### config.mk
export PLATFORM = sky130hd
export DESIGN_NAME = axi_lite_avalon_bridge
export DESIGN_NICKNAME = d
export VERILOG_FILES = /design/src/rtl/axi_lite_avalon_bridge.sv
export SDC_FILE = /design/constraint.sdc
export NUM_CORES = 1
export LEC_CHECK = 0
export BUFFER_PORTS_ARGS = -buffer_cell sky130_fd_sc_hd__clkbuf_2
export CORE_ASPECT_RATIO = 1.1
export CORE_UTILIZATION = 56
export CTS_BUF_LIST = sky130_fd_sc_hd__clkbuf_8
export CTS_CLUSTER_SIZE = 12
export DETAILED_ROUTE_END_ITERATION = 16
export PLACE_DENSITY = 0.94
export SETUP_SLACK_MARGIN = 0.3
export SKIP_CTS_REPAIR_TIMING = 1
export SKIP_LAST_GASP = 1
export SYNTH_ARGS = -nofsm -noshare
export SYNTH_HDL_FRONTEND = slang
export SYNTH_SLANG_ARGS = --single-unit
### constraint.sdc
create_clock -name ACLK -period 3.8 [get_ports ACLK]
set_clock_uncertainty 0.15 [all_clocks]
set_input_delay 0.76 -clock ACLK [delete_from_list [all_inputs] [get_ports ACLK]]
set_output_delay 0.76 -clock ACLK [all_outputs]
set_load 0.02 [all_outputs]
### src/rtl/axi_lite_avalon_bridge.sv
`default_nettype none
// ============================================================================
// Module   : axi_lite_avalon_bridge
// Brief    : AXI4-Lite slave to Avalon-MM master with decode, error responses
//            and waitrequest watchdog.
// Revision : 1.0
// ============================================================================
module axi_lite_avalon_bridge #(
    parameter int                              C_S_AXI_ADDR_WIDTH = 32,
    parameter int                              C_S_AXI_DATA_WIDTH = 32,
    parameter logic [C_S_AXI_ADDR_WIDTH-1:0]   C_BASEADDR         = 32'h0000_0000,
    parameter logic [C_S_AXI_ADDR_WIDTH-1:0]   C_HIGHADDR         = 32'h0000_FFFF,
    parameter int                              C_AVM_ADDR_WIDTH   = 11,
    parameter int                              C_TIMEOUT          = 256,
    parameter int                              C_ARB_MODE         = 0
) (
    input  logic                                ACLK,
    input  logic                                ARESET,
    input  logic [C_S_AXI_ADDR_WIDTH-1:0]       S_AXI_AWADDR,
    input  logic [2:0]                          S_AXI_AWPROT,
    input  logic                                S_AXI_AWVALID,
    output logic                                S_AXI_AWREADY,
    input  logic [C_S_AXI_DATA_WIDTH-1:0]       S_AXI_WDATA,
    input  logic [C_S_AXI_DATA_WIDTH/8-1:0]     S_AXI_WSTRB,
    input  logic                                S_AXI_WVALID,
    output logic                                S_AXI_WREADY,
    output logic [1:0]                          S_AXI_BRESP,
    output logic                                S_AXI_BVALID,
    input  logic                                S_AXI_BREADY,
    input  logic [C_S_AXI_ADDR_WIDTH-1:0]       S_AXI_ARADDR,
    input  logic [2:0]                          S_AXI_ARPROT,
    input  logic                                S_AXI_ARVALID,
    output logic                                S_AXI_ARREADY,
    output logic [C_S_AXI_DATA_WIDTH-1:0]       S_AXI_RDATA,
    output logic [1:0]                          S_AXI_RRESP,
    output logic                                S_AXI_RVALID,
    input  logic                                S_AXI_RREADY,
    output logic [C_AVM_ADDR_WIDTH-1:0]         avm_address,
    output logic [C_S_AXI_DATA_WIDTH/8-1:0]     avm_byteenable,
    output logic                                avm_read,
    output logic                                avm_write,
    output logic [C_S_AXI_DATA_WIDTH-1:0]       avm_writedata,
    input  logic [C_S_AXI_DATA_WIDTH-1:0]       avm_readdata,
    input  logic                                avm_waitrequest
);

    localparam int AW       = C_S_AXI_ADDR_WIDTH;
    localparam int DW       = C_S_AXI_DATA_WIDTH;
    localparam int SW       = DW / 8;
    localparam int ADDR_LSB = $clog2(SW);
    localparam int TW       = (C_TIMEOUT > 1) ? $clog2(C_TIMEOUT) : 1;
    localparam logic [TW-1:0] TO_LAST = TW'((C_TIMEOUT > 0) ? (C_TIMEOUT - 1) : 0);
    localparam logic [AW-1:0] SPAN    = C_HIGHADDR - C_BASEADDR;

    localparam logic [1:0] RESP_OKAY   = 2'b00;
    localparam logic [1:0] RESP_SLVERR = 2'b10;
    localparam logic [1:0] RESP_DECERR = 2'b11;

    typedef enum logic [2:0] {
        S_IDLE    = 3'd0,
        S_WR_ACC  = 3'd1,
        S_RD_ACC  = 3'd2,
        S_WR_RESP = 3'd3,
        S_RD_RESP = 3'd4
    } state_t;

    state_t             state_q;
    logic               aw_held_q, aw_held_d;
    logic               w_held_q,  w_held_d;
    logic               ar_held_q, ar_held_d;
    logic               awready_q, wready_q, arready_q;
    logic [AW-1:0]      awaddr_q, araddr_q;
    logic [DW-1:0]      wdata_q;
    logic [SW-1:0]      wstrb_q;

    logic               bvalid_q, rvalid_q;
    logic [1:0]         bresp_q, rresp_q;
    logic [DW-1:0]      rdata_q;
    logic [C_AVM_ADDR_WIDTH-1:0] avm_address_q;
    logic [SW-1:0]      avm_byteenable_q;
    logic [DW-1:0]      avm_writedata_q;
    logic               avm_read_q, avm_write_q;
    logic               rr_rd_q;
    logic [TW-1:0]      wd_cnt_q;

    logic               w_b_done, w_r_done;
    logic               w_wr_rdy, w_rd_rdy, w_contend;
    logic               w_grant_wr, w_grant_rd;
    logic [AW-1:0]      w_wr_off, w_rd_off;
    logic               w_wr_in_range, w_rd_in_range;
    logic               w_timeout;
    logic               w_unused;

    assign w_b_done = bvalid_q & S_AXI_BREADY;
    assign w_r_done = rvalid_q & S_AXI_RREADY;

    // ------------------------------------------------------------------
    // Channel capture: each channel owns a one-deep holding register
    // ------------------------------------------------------------------
    always_comb begin
        aw_held_d = aw_held_q;
        w_held_d  = w_held_q;
        ar_held_d = ar_held_q;
        if (S_AXI_AWVALID && awready_q) aw_held_d = 1'b1;
        if (S_AXI_WVALID  && wready_q)  w_held_d  = 1'b1;
        if (S_AXI_ARVALID && arready_q) ar_held_d = 1'b1;
        if (w_b_done) begin
            aw_held_d = 1'b0;
            w_held_d  = 1'b0;
        end
        if (w_r_done) ar_held_d = 1'b0;
    end

    always_ff @(posedge ACLK) begin
        if (ARESET) begin
            aw_held_q <= 1'b0;
            w_held_q  <= 1'b0;
            ar_held_q <= 1'b0;
            awready_q <= 1'b0;
            wready_q  <= 1'b0;
            arready_q <= 1'b0;
            awaddr_q  <= '0;
            araddr_q  <= '0;
            wdata_q   <= '0;
            wstrb_q   <= '0;
        end else begin
            aw_held_q <= aw_held_d;
            w_held_q  <= w_held_d;
            ar_held_q <= ar_held_d;
            awready_q <= !aw_held_d;
            wready_q  <= !w_held_d;
            arready_q <= !ar_held_d;
            if (S_AXI_AWVALID && awready_q) awaddr_q <= S_AXI_AWADDR;
            if (S_AXI_ARVALID && arready_q) araddr_q <= S_AXI_ARADDR;
            if (S_AXI_WVALID && wready_q) begin
                wdata_q <= S_AXI_WDATA;
                wstrb_q <= S_AXI_WSTRB;
            end
        end
    end

    // Offsets wrap on addresses below the base, so one compare covers both ends.
    assign w_wr_off      = awaddr_q - C_BASEADDR;
    assign w_rd_off      = araddr_q - C_BASEADDR;
    assign w_wr_in_range = (w_wr_off <= SPAN);
    assign w_rd_in_range = (w_rd_off <= SPAN);

    assign w_wr_rdy  = aw_held_q & w_held_q;
    assign w_rd_rdy  = ar_held_q;
    assign w_contend = w_wr_rdy & w_rd_rdy;

    // The round-robin pointer only moves on contested grants.
    always_comb begin
        w_grant_wr = 1'b0;
        w_grant_rd = 1'b0;
        if (w_contend) begin
            if ((C_ARB_MODE == 1) || rr_rd_q) w_grant_rd = 1'b1;
            else                              w_grant_wr = 1'b1;
        end else if (w_wr_rdy) begin
            w_grant_wr = 1'b1;
        end else if (w_rd_rdy) begin
            w_grant_rd = 1'b1;
        end
    end

    assign w_timeout = (C_TIMEOUT != 0) && (wd_cnt_q == TO_LAST);

    // ------------------------------------------------------------------
    // Transfer FSM with registered Avalon and response outputs
    // ------------------------------------------------------------------
    always_ff @(posedge ACLK) begin
        if (ARESET) begin
            state_q          <= S_IDLE;
            avm_address_q    <= '0;
            avm_byteenable_q <= '0;
            avm_writedata_q  <= '0;
            avm_read_q       <= 1'b0;
            avm_write_q      <= 1'b0;
            bvalid_q         <= 1'b0;
            rvalid_q         <= 1'b0;
            bresp_q          <= RESP_OKAY;
            rresp_q          <= RESP_OKAY;
            rdata_q          <= '0;
            rr_rd_q          <= 1'b0;
            wd_cnt_q         <= '0;
        end else begin
            case (state_q)
                S_IDLE: begin
                    wd_cnt_q <= '0;
                    if (w_contend) rr_rd_q <= w_grant_wr;
                    if (w_grant_wr) begin
                        if (!w_wr_in_range) begin
                            bresp_q  <= RESP_DECERR;
                            bvalid_q <= 1'b1;
                            state_q  <= S_WR_RESP;
                        end else if (wstrb_q == '0) begin
                            bresp_q  <= RESP_OKAY;
                            bvalid_q <= 1'b1;
                            state_q  <= S_WR_RESP;
                        end else begin
                            avm_address_q    <= w_wr_off[ADDR_LSB +: C_AVM_ADDR_WIDTH];
                            avm_byteenable_q <= wstrb_q;
                            avm_writedata_q  <= wdata_q;
                            avm_write_q      <= 1'b1;
                            state_q          <= S_WR_ACC;
                        end
                    end else if (w_grant_rd) begin
                        if (!w_rd_in_range) begin
                            rresp_q  <= RESP_DECERR;
                            rdata_q  <= '0;
                            rvalid_q <= 1'b1;
                            state_q  <= S_RD_RESP;
                        end else begin
                            avm_address_q    <= w_rd_off[ADDR_LSB +: C_AVM_ADDR_WIDTH];
                            avm_byteenable_q <= {SW{1'b1}};
                            avm_read_q       <= 1'b1;
                            state_q          <= S_RD_ACC;
                        end
                    end
                end

                S_WR_ACC: begin
                    if (!avm_waitrequest) begin
                        avm_write_q <= 1'b0;
                        bresp_q     <= RESP_OKAY;
                        bvalid_q    <= 1'b1;
                        state_q     <= S_WR_RESP;
                    end else if (w_timeout) begin
                        avm_write_q <= 1'b0;
                        bresp_q     <= RESP_SLVERR;
                        bvalid_q    <= 1'b1;
                        state_q     <= S_WR_RESP;
                    end else begin
                        wd_cnt_q <= wd_cnt_q + 1'b1;
                    end
                end

                S_RD_ACC: begin
                    if (!avm_waitrequest) begin
                        avm_read_q <= 1'b0;
                        rresp_q    <= RESP_OKAY;
                        rdata_q    <= avm_readdata;
                        rvalid_q   <= 1'b1;
                        state_q    <= S_RD_RESP;
                    end else if (w_timeout) begin
                        avm_read_q <= 1'b0;
                        rresp_q    <= RESP_SLVERR;
                        rdata_q    <= '0;
                        rvalid_q   <= 1'b1;
                        state_q    <= S_RD_RESP;
                    end else begin
                        wd_cnt_q <= wd_cnt_q + 1'b1;
                    end
                end

                S_WR_RESP: begin
                    if (S_AXI_BREADY) begin
                        bvalid_q <= 1'b0;
                        state_q  <= S_IDLE;
                    end
                end

                S_RD_RESP: begin
                    if (S_AXI_RREADY) begin
                        rvalid_q <= 1'b0;
                        state_q  <= S_IDLE;
                    end
                end

                default: state_q <= S_IDLE;
            endcase
        end
    end

    assign S_AXI_AWREADY  = awready_q;
    assign S_AXI_WREADY   = wready_q;
    assign S_AXI_ARREADY  = arready_q;
    assign S_AXI_BVALID   = bvalid_q;
    assign S_AXI_BRESP    = bresp_q;
    assign S_AXI_RVALID   = rvalid_q;
    assign S_AXI_RRESP    = rresp_q;
    assign S_AXI_RDATA    = rdata_q;
    assign avm_address    = avm_address_q;
    assign avm_byteenable = avm_byteenable_q;
    assign avm_writedata  = avm_writedata_q;
    assign avm_read       = avm_read_q;
    assign avm_write      = avm_write_q;

    // Protection attributes carry no meaning for the register slaves.
    assign w_unused = ^{S_AXI_AWPROT, S_AXI_ARPROT};

endmodule
`default_nettype wire

## Yosys cells after proc, flatten, opt, wreduce, memory -nomap -nowiden

Index checks and enable logic that the tools add are counted.

- Add/subtract/negate cells: 1
- $lt $le $gt $ge: 2
- Muxes and demuxes: 76
- Reduce and logical (&&, ||, !) cells: 27
- $mul: 0
- Div/mod/pow operators: 0
- Eq/ne operators: 22
- Shifts and indexed selects: 0
- Bitwise logic cells: 5

Operators by type and width:

| operator | count |
|---|---|
| 32-bit two-way mux | 5 |
| 32-bit by 16-bit less-or-equal comparator with 1-bit output, second input constant | 2 |
| 32-bit case mux with 2 select lines | 1 |
| 11-bit two-way mux | 5 |
| 1-bit two-way mux | 31 |
| 5-bit AND reduction | 6 |
| 3-bit two-way mux | 9 |
| 2-bit inequality test, second input constant | 11 |
| 2-bit two-way mux | 10 |
| 4-bit two-way mux | 5 |
| 8-bit two-way mux | 2 |
| 8-bit case mux with 2 select lines | 1 |
| 3-bit case mux with 5 select lines | 1 |
| 3-bit inequality test, second input constant | 4 |
| 2-bit nonzero test | 5 |
| 8-bit by 1-bit adder with 8-bit output, second input constant | 1 |
| 8-bit == test, second input constant | 1 |
| 2-bit case mux with 2 select lines | 2 |
| 4-bit AND reduction | 2 |
| 3-bit by 2-bit == test with 1-bit output, second input constant | 2 |
| 1-bit case mux with 3 select lines | 2 |
| 6-bit AND reduction | 1 |
| 3-bit nonzero test | 2 |
| 1-bit AND | 4 |
| 12 further kinds | 18 |

- Flip-flop bits (word level): 205
- Memories kept: 0
- RAM bits: 0
- Logic and storage cells: 156
- ROM bits: 0
- Bits of input ports: 146
- Latch bits: 0

## Depth between registers and ports, before layout

- Depth in word-level cells: 6
- Gate-level depth with buffers: 8
- Depth with buffers taken out: 6

## Worst setup path before layout

Ideal clock, no wire load.

- Path kind: reg2reg
- Start point: register awaddr_q[31]
- End point: register avm_byteenable_q[0] (netlist: avm_byteenable[0])
- Arrival time: 1.741 ns
- Path buffers: 2
- Stages on the path, launching flop included: 8
- Period minus slack after synthesis: 2.019 ns
- Path slack: 1.781 ns
- Cells stage by stage: dfxtp_1 nor4_4 nand4_4 or4_1 buf_6 buf_6 o22ai_2 nor2_1

- Word-level cells in the longest chain between the ends: 3

RTL lines:

| what | RTL line | source |
|---|---|---|
| start, declared | 72 | `logic [AW-1:0] awaddr_q, araddr_q;` |
| start signal, assigned | 122 | `awaddr_q <= '0;` |
| start signal, assigned | 133 | `if (S_AXI_AWVALID && awready_q) awaddr_q <= S_AXI_AWADDR;` |
| 32-bit by 16-bit less-or-equal comparator with 1-bit output | 145 | `assign w_wr_in_range = (w_wr_off <= SPAN);` |
| 2-bit by 1-bit inequality test with 1-bit output (no source line) | -- |  |
| 5-bit AND reduction (no source line) | -- |  |
| end signal, assigned | 202 | `avm_byteenable_q <= wstrb_q;` |
| end signal, assigned | 215 | `avm_byteenable_q <= {SW{1'b1}};` |
| end, declared | 80 | `logic [SW-1:0] avm_byteenable_q;` |

No other way between the ends.
A chain may end at the register's enable or synchronous reset.

## Worst setup path in the final report

- Start point: register awaddr_q[31]
- End point: register avm_address_q[5] (netlist: avm_address[5])

- Word-level cells in the longest chain between the ends: 3

RTL lines:

| what | RTL line | source |
|---|---|---|
| 32-bit by 16-bit less-or-equal comparator with 1-bit output | 145 |  |
| 2-bit by 1-bit inequality test with 1-bit output (no source line) | -- |  |
| 5-bit AND reduction (no source line) | -- |  |
| end signal, assigned | 201 | `avm_address_q <= w_wr_off[ADDR_LSB +: C_AVM_ADDR_WIDTH];` |
| end signal, assigned | 214 | `avm_address_q <= w_rd_off[ADDR_LSB +: C_AVM_ADDR_WIDTH];` |
| end, declared | 79 | `logic [C_AVM_ADDR_WIDTH-1:0] avm_address_q;` |

No other way between the ends.

==> run metrics <==
status=finished clean; Pwr per Cell Area=482.5 mW/mm^2; Critical Path RT=3980 ps; Final period util=0.6683; Slew Limit Fails=0; 1st-iter DRT viols=434; clock root buffer=clkbuf_8; wire per inst=14.13 microns; initial antenna violation count=0; Tmin final=2539 ps; total power=4.199 mW; Synth top area share=0.5421; crit path max fanout=15; DRT antenna net count=0; FILL cells=991; CP Class=flop to flop; largest net degree at the start of global routing=76; Worst Path Arrival=2720 ps; commonest cells after routing, fill and taps aside=256 x nand2_1, 218 x clkbuf_2, 195 x dfxtp_1, 136 x a21oi_1, 42 x nor2_1; RSZ-0062 raised after global routing=false; Syn Std Cell Area=0.007201 sq mm; R2R Setup Slk=1260 ps; max_cap viols=0; asr flop ratio synth=0; clk_lat worst skew=460 ps; syn nets=975; Hold Path Class=flop to flop; CTS Buffer Depth=2; Worst slew margin=0.2971; TritonCTS clock tree=built; Crit. End Element=flop; Pre-Repair DR Iteration Count=5; endpoints failing hold=0; row count=43; CTS H-tree lvls=4; Distinct cells, synth=46; DR vias=6386; FF+latch count, synth=195; first-pass GRT wire length=26200 microns; antenna cells=0; Net count, final=1165; Seq/Total Area, Yosys=0.5421; multi-input logic area=0.003030 sq mm; vias in the first global route=5787; core area=0.01259 sq mm; Critical Path Start Type=flop; Sum Neg Setup Slack=0 ps; Sequential cell area=0.003904 sq mm; Synth Flop Type=dfxtp_1; Initial Utilization=0.5720; LEAKAGE=3.564 nW; Synth area leader=dfxtp_1; maximum vdd ir drop=297.6 uV; # DRC=0; post-layout util=0.6912; commonest non-fill, non-tap cell in the layout=nand2_1; chip height=120.9 microns; yosys warns=0; die extent in x=110.1 microns; GRT Total Usage=0.2528; grt ovf=0; I/O pin cnt=236; # setup viols final=0; die area=0.01332 sq mm; fmax=393.8 MHz; DRT Wirelength=16780 microns; CTS Buf Count=17; GP Congestion=0.8877; clock sink count=195; Worst-Margin Slew=1045 ps; layout cell share with drive strength beyond 1=0.2784; clock transition at the registers of the reported paths=110 ps; I/O Buffers=219; Synth area leaders=dfxtp_1 54%, nand2_1 13%, a21oi_1 9.5%; hpwl dp=11650 microns; Area Growth Syn to Fin=20.85%; number of flops mapped to enable cells by yosys=0; Synth Instances=828; Syn Area/Cell=8.696 sq um; Vias/cell=5.375
cell usage after synthesis, drive strengths merged, types with 4 or more instances:
cell    instances
dfxtp         195
buf            19
o211ai          4
and2            4
nor4           14
mux2i          11
nand3           8
nand2         256
a22o           32
nor2           43
nor3            8
inv             4
a21oi         136
nand4           4
o22ai           5
xnor2           4
clkbuf         38
mux2           11
per-layer routing:
metal / vias to the layer above / track usage / part of all wire
met5: - / 0 / 0
li1: 3180 / - / -
met3: 36 / 0.06982 / 0.064
met4: 0 / 0.1110 / 0.027
met2: 216 / 0.4348 / 0.50
met1: 2954 / 0.2898 / 0.41
cell families (layout without fill, tap and decap cells):
logic type                 Yosys count  count (layout)  synth area share
and+or+nand+nor                    348             348            0.2113
adders and majority gates            1               1          0.001737
buffers and inverters               61             264           0.03805
xor gates and xnor gates             7               7          0.008515
DFF                                195             195            0.5421
muxes                               22              22           0.03249
AOI/OAI and AO/OA                  194             194            0.1658
final cells by class:
| class | instances | share of cell area |
|---|---|---|
| Sequential cell | 195 | 0.4486 |
| Inverter | 4 | 0.001725 |
| Timing Repair Buffer | 228 | 0.1340 |
| Clock inverter | 15 | 0.01797 |
| Tap cell | 157 | 0.02257 |
| Clock buffer | 17 | 0.02689 |
| Multi-Input combinational cell | 572 | 0.3482 |
worst max-delay path, cell delays in order, from the launching register on:
cell	delay, ps
dfxtp_1	350
nor4_4	350
nand4_4	250
o32ai_4	950
mux2i_1	290
nor2_1	60
worst paths after layout:
kind	start	to	cells after the start
hold / removal	wdata_q[31]	avm_writedata[31]	2
setup reg to reg	awaddr_q[31]	avm_address[5]	5
setup / recovery	awaddr_q[31]	avm_address[5]	5
hold reg to reg	wdata_q[31]	avm_writedata[31]	2
stage by stage:
step	instance area, sq um	worst slack [ps]	cells	hold WS (ps)
CTS	8702	1252	1188	308.6
floorplan	7201	1781	828	282.1
detailed placement	8312	1282	1156	293.6
finish	8702	1261	1188	303.8
global route	8702	1120	1188	321.7
global placement	8312	1346	1156	284.9
registers in the layout (all words and copies together), names as in the netlist, 2 cells and up:
signal          count
state_q             3
avm_address        11
araddr_q           27
awaddr_q           27
S_AXI_RDATA        32
avm_writedata      32
S_AXI_RRESP         2
wd_cnt_q            8
wstrb_q             4
S_AXI_BRESP         2
avm_byteenable      4
wdata_q            32
power by group:
part | internal, mW | switching [mW]
sequential | 2.17 | 0.0923
clock | 0.494 | 0.792
combinational | 0.250 | 0.404
total | 2.91 | 1.29
Power figures use the tool's default switching activity.
